File: config.mk
export PLATFORM = sky130hd
export DESIGN_NAME = hidden_layer_scheduler
export DESIGN_NICKNAME = d
export VERILOG_FILES = /design/src/rtl/hidden_layer_scheduler.sv
export SDC_FILE = /design/constraint.sdc
export NUM_CORES = 1
export LEC_CHECK = 0
export CAP_MARGIN = 20
export CORE_MARGIN = 2
export CORE_UTILIZATION = 57
export DETAILED_ROUTE_END_ITERATION = 6
export PLACE_DENSITY = 0.95
export SYNTH_ARGS = -nofsm -noshare
export SYNTH_HDL_FRONTEND = slang
export SYNTH_SLANG_ARGS = --single-unit
File: constraint.sdc
create_clock -name clk -period 5 [get_ports clk]
set_input_delay 1 -clock clk [delete_from_list [all_inputs] [get_ports clk]]
set_output_delay 1 -clock clk [all_outputs]
set_load 0.005 [all_outputs]
File: src/rtl/hidden_layer_scheduler.sv
// hidden_layer_scheduler: steps (tile, input) pairs through the hidden-layer weight memory and MAC lanes
//   in : clk, rst (async, active-high), start, abort, tile_ready
//   out: input_sel, t (weight-memory address), mac_clr/mac_en/mac_last (MAC array control),
//        tile_valid/tile_idx (handoff to activation), busy, done
module hidden_layer_scheduler #(
    parameter int N_INPUTS = 62,
    parameter int N_TILES  = 2,
    parameter int SEL_W    = 32
) (
    input  logic             clk,
    input  logic             rst,
    input  logic             start,
    input  logic             abort,
    input  logic             tile_ready,
    output logic [SEL_W-1:0] input_sel,
    output logic             t,
    output logic             mac_clr,
    output logic             mac_en,
    output logic             mac_last,
    output logic             tile_valid,
    output logic             tile_idx,
    output logic             busy,
    output logic             done
);
    localparam int TW = (N_TILES > 1) ? $clog2(N_TILES) : 1;
    typedef enum logic [2:0] {IDLE, CLEAR, ACCUM, HANDOFF, DONE} state_t;
    state_t state;
    logic [TW-1:0] tc;
    assign t        = tc[0];
    assign tile_idx = tc[0];
    // Outputs are assigned alongside the state they belong to, so each one is a register
    always_ff @(posedge clk or posedge rst) begin
        if (rst) begin
            state      <= IDLE;
            tc         <= '0;
            input_sel  <= '0;
            mac_clr    <= 1'b0;
            mac_en     <= 1'b0;
            mac_last   <= 1'b0;
            tile_valid <= 1'b0;
            busy       <= 1'b0;
            done       <= 1'b0;
        end else begin
            mac_clr    <= 1'b0;
            mac_en     <= 1'b0;
            mac_last   <= 1'b0;
            tile_valid <= 1'b0;
            done       <= 1'b0;
            if (abort) begin
                state     <= IDLE;
                tc        <= '0;
                input_sel <= '0;
                busy      <= 1'b0;
            end else begin
                case (state)
                    IDLE: if (start) begin
                        state     <= CLEAR;
                        tc        <= '0;
                        input_sel <= '0;
                        mac_clr   <= 1'b1;
                        busy      <= 1'b1;
                    end
                    CLEAR: begin
                        state     <= ACCUM;
                        input_sel <= '0;
                        mac_en    <= 1'b1;
                        mac_last  <= (N_INPUTS == 1);
                    end
                    ACCUM: if (input_sel == SEL_W'(N_INPUTS - 1)) begin
                        // input_sel stays on the last column while the tile is handed off
                        state      <= HANDOFF;
                        tile_valid <= 1'b1;
                    end else begin
                        input_sel <= input_sel + 1'b1;
                        mac_en    <= 1'b1;
                        mac_last  <= (input_sel == SEL_W'(N_INPUTS - 2));
                    end
                    HANDOFF: if (!tile_ready) begin
                        tile_valid <= 1'b1;
                    end else if (tc == TW'(N_TILES - 1)) begin
                        state <= DONE;
                        done  <= 1'b1;
                    end else begin
                        state     <= CLEAR;
                        tc        <= tc + 1'b1;
                        input_sel <= '0;
                        mac_clr   <= 1'b1;
                    end
                    DONE: begin
                        state     <= IDLE;
                        tc        <= '0;
                        input_sel <= '0;
                        busy      <= 1'b0;
                    end
                    default: state <= IDLE;
                endcase
            end
        end
    end
endmodule

## Word level (Yosys, flattened, before mapping)

Index checks and enable logic that the tools add are counted.

- Register bits: 42
- Logic and storage cells: 70
- Bits of input ports: 5
- Output and inout port bits: 40

- Eq/ne operators: 11
- Reductions and logical operators: 9
- $add $sub $neg: 2
- Muxes and demuxes: 39

Operator list:

| operator | number |
|---|---|
| $mux 32 | 5 |
| $pmux 32 s4 | 1 |
| $eq 32x6->1 const B | 2 |
| $add 32x1->32 const B | 1 |
| $mux 1 | 22 |
| $mux 3 | 5 |
| $ne 3x3->1 const B | 5 |
| $pmux 3 s4 | 1 |
| $pmux 1 s2 | 4 |
| $eq 3x2->1 const B | 2 |
| $reduce_and 3->1 | 2 |
| $reduce_and 5->1 | 1 |
| $reduce_bool 5->1 | 1 |
| $reduce_bool 4->1 | 1 |
| $eq 3x1->1 const B | 1 |
| $eq 3x3->1 const B | 1 |
| $logic_not 3->1 | 1 |
| $pmux 1 s3 | 1 |
| $reduce_bool 3->1 | 1 |
| $reduce_and 2->1 | 1 |
| $reduce_or 2->1 | 1 |
| $add 1x1->1 const B | 1 |

## Logic depth before layout (Yosys ltp)

- Depth in word-level cells: 5
- Depth in mapped cells: 9
- Gate-level depth less buffers: 6

## Worst setup path after synthesis

No wires, ideal clock.

- Path type: input to register
- Start: input port abort
- End: register input_sel[10]
- Data arrival time: 2.345 ns
- Slack: 2.532 ns
- Buffers on the path: 4
- Setup time: 0.124 ns
- Required time: 4.876 ns
- Cell stages on the path: 9
- Cell sequence: or2_2 buf_6 a21oi_2 or2_1 buf_6 or2_1 buf_6 buf_8 a211o_1

- Cells in the longest elaborated chain, start to end: 2
- Elaborated cells between the ends (all ways): 7
- Classes of those cells: eq/ne: 4; mux: 1; reduce/logical: 2

Ends and longest elaborated chain:

| what | RTL line | source |
|---|---|---|
| start, declared | 13 | `input logic abort,` |
| $ne 3x3->1 (no source line) / $reduce_bool 5->1 (equally long branches) | -- |  |
| $reduce_and 5->1 (no source line) | -- |  |
| end signal, assigned | 74 | `input_sel <= input_sel + 1'b1;` |
| end, declared | 15 | `output logic [SEL_W-1:0] input_sel,` |

Parallel ways exist; a longest one is shown, timed or not.
A chain may end at the register's enable or synchronous reset.

## Worst setup path after layout

- Start: input port abort
- End: register input_sel[0]

The elaborated chain is that of the path after synthesis.

==> results_dict.tcl <==
set metrics [dict create \
    dp_hpwl_um 3950 \
    ys_warn_count 0 \
    synth_area_sq_mm 0.00248 \
    synth_edf_count 0 \
    cts_setup_buffers 0 \
    grt_pass1_wl_um 9710 \
    fmaxAchievable_mhz 298 \
    use_met2_pct 37.8 \
    cts_hold_buf 0 \
    hold_slack_ns 0.569 \
    detail-route-antenna-nets 0 \
    slew_violations 0 \
    ys.flop_type "dfrtp_1" \
    grt_max_degree 43 \
    cts_tree "built" \
    maxSlewHeadroom_pct 37.6 \
    dp.cells 335 \
    cts_max_path_buffers 2 \
    diodes 0 \
    cp.required_ns 5.24 \
    avgSynthCellArea_sq_um 9.60 \
    dr.first_iter.drc_count 211 \
    async_flop_share_pct 100 \
    grt_usage_pct 25.0 \
    peakVddDrop_mv 0.146 \
    syn-num-nets 266 \
    arrival_ns 3.59 \
    vias 2285 \
    fin_nets 300 \
    clock-sinks 42 \
    multi_input_area_sq_mm 0.00128 \
    grtUsageMet1_pct 35.5 \
    areaGrowthSynthToFinish_pct 19.6 \
    use_met3_pct 5.92 \
    fin_crit_ns 3.36 \
    grt_overflow 0 \
    layoutNonFillerInstCount 343 \
    regArea_sq_mm 0.00105 \
    yosys_register_bits 42 \
    layout-drive-gt1-share_pct 5.46 \
    worstSkewPairLatency_ns 0.30 \
    hold_class "reg2reg" \
    setup_tns_ns 0 \
    wire_per_inst_um 17.3 \
    drt-total-wl_um 5930 \
    ctsResizeCount 0 \
    die_w_um 69.9 \
    rsz0062_at_grt "no" \
    busiest_layer "met2" \
    min_period_over_period_pct 67.1 \
    start_kind "primary input" \
    grt_pass1_vias 1888 \
    power.density_mw_per_mm2 220 \
    htreeDepth 2 \
    gp_congestion 0.803 \
    clk_pin_slew_ns 0.08 \
    post_synth_num_cell_types 48 \
    start_util_pct 60.6 \
    die_area_sq_mm 0.00489 \
    hold_viol 0 \
    cp_max_fo 24 \
    ys_seq_area_share_pct 42.4 \
    fin_worst_skew_ns 0.00883 \
    endpoint_kind "flip-flop" \
    core_area_sq_mm 0.00409 \
    port_buffers 44 \
    crit_type "in2reg" \
    cap_violations 0 \
    tightest_slew_ns 0.934 \
    clock-root-buffer "clkbuf_8" \
    routed_via_density 6.66 \
    drc 0 \
    die-height_um 69.9 \
    fill_cells 306 \
    cts-buffers-inserted 5 \
    setup_viol 0 \
    antenna_found_initial 0 \
    p_leak_nw 1.42 \
    rows 23 \
    io_pins 45 \
    status "finished, final reports clean" \
    netlist_instances 258 \
    drtPass1Iterations 4 \
]
report_power, final:
| group | total [mW] | switching (mW) | internal, mW |
|---|---|---|---|
| Clock | 0.230 | 0.119 | 0.111 |
| Sequential | 0.357 | 0.0114 | 0.345 |
| Combinational | 0.0649 | 0.0388 | 0.0261 |
| Total | 0.652 | 0.169 | 0.482 |
routing by layer:
layer  up-vias  wire length (um)
met2       101              2800
li1       1069                 -
met4         0                66
met5         -                 0
met3         6               493
met1      1109              2570
flip-flops by register name, summed over array words and instances, names as in the netlist:
name	cells
mac_last	1
busy	1
done	1
t	1
tile_valid	1
state	3
input_sel	32
mac_en	1
mac_clr	1
kinds of logic (layout without fill, tap and decap cells):
logic type | after synthesis | in the layout | share of synthesized area, %
compound gates | 61 | 61 | 18.5
xor+xnor | 3 | 3 | 1.06
fa+ha+maj | 3 | 3 | 1.52
buf+inv | 24 | 59 | 6.06
flops | 42 | 42 | 42.4
mux | 3 | 3 | 1.26
simple gates | 122 | 122 | 29.2
path summary, 6_finish.rpt:
path	startpoint	to	slack, ns	depth (start not counted)
worst min register to register	state[2]	busy	0.57	1
max in group asynchronous	rst	input_sel[15]	3.51	3
worst max register to register	state[2]	input_sel[0]	2.38	6
min in group asynchronous	rst	mac_clr	1.13	3
worst max-delay path	abort	input_sel[0]	1.64	7
worst min-delay path	state[2]	busy	0.57	1
cells in the final DEF, fill, tap and decap left out, types with 2 or more instances in the layout:
cell type / n
a211o_1: 14
a211oi_1: 2
a21o_1: 4
a21oi_1: 6
a221o_1: 3
a22o_1: 4
a31oi_1: 2
and3_1: 20
and4_1: 13
buf_4: 3
clkbuf_8: 6
clkdlybuf4s50_1: 44
dfrtp_1: 42
ha_1: 3
inv_1: 4
mux2i_1: 2
nand2_1: 16
nand2b_1: 2
nand3_1: 12
nand3b_1: 4
nand4_1: 11
nor2_1: 7
nor3_1: 18
nor4_1: 8
o211a_1: 5
o21ai_0: 12
o31ai_1: 2
or2_1: 2
or4_1: 2
xnor2_1: 2
layout make-up:
type	instances	share of cell area, %
repair buffers	47	15.6
clock buffers	6	2.79
flip-flops and latches	42	35.5
multi-input cells	192	43.1
clock inverters	2	0.422
inverters	4	0.507
well taps	50	2.11
synthesized netlist by cell type, types with 2 or more instances:
cell type | n | area, sq um
dfrtp_1 | 42 | 1050
and3_1 | 20 | 125
nor3_1 | 18 | 90.1
nand2_1 | 16 | 60.1
a211o_1 | 14 | 123
and4_1 | 13 | 114
nand3_1 | 12 | 60.1
o21ai_0 | 12 | 60.1
nand4_1 | 11 | 68.8
nor4_1 | 8 | 50.1
clkbuf_1 | 7 | 26.3
nor2_1 | 7 | 26.3
a21oi_1 | 6 | 30.0
buf_2 | 6 | 30.0
o211a_1 | 5 | 50.1
a21o_1 | 4 | 30.0
a22o_1 | 4 | 35.0
inv_1 | 4 | 15.0
nand3b_1 | 4 | 30.0
a221o_1 | 3 | 30.0
buf_6 | 3 | 33.8
ha_1 | 3 | 37.5
a211oi_1 | 2 | 15.0
a31oi_1 | 2 | 12.5
buf_4 | 2 | 15.0
buf_8 | 2 | 30.0
mux2i_1 | 2 | 20.0
nand2b_1 | 2 | 12.5
o31ai_1 | 2 | 15.0
or2_1 | 2 | 12.5
or4_1 | 2 | 15.0
xnor2_1 | 2 | 17.5
through the flow:
stage,total power [mW],instance area (sq um),util (%),setup WS (ns)
3_5_place_dp,0.428,2870,70.2,1.36
4_1_cts,0.655,2960,72.5,1.68
2_1_floorplan,0.411,2480,-,2.53
3_3_place_gp,0.426,2870,70.2,1.43
5_1_grt,0.679,2960,72.5,1.46
6_report,0.652,2960,72.5,1.64
critical path, stage by stage:
cell and delay, ns:
clkdlybuf4s50_1 0.48, or2_2 0.39, nor3b_2 0.20, buf_4 0.26, and4_1 0.26, or2_1 0.69, mux2_2 0.29
No activity file was read; power rests on OpenSTA's default activity.
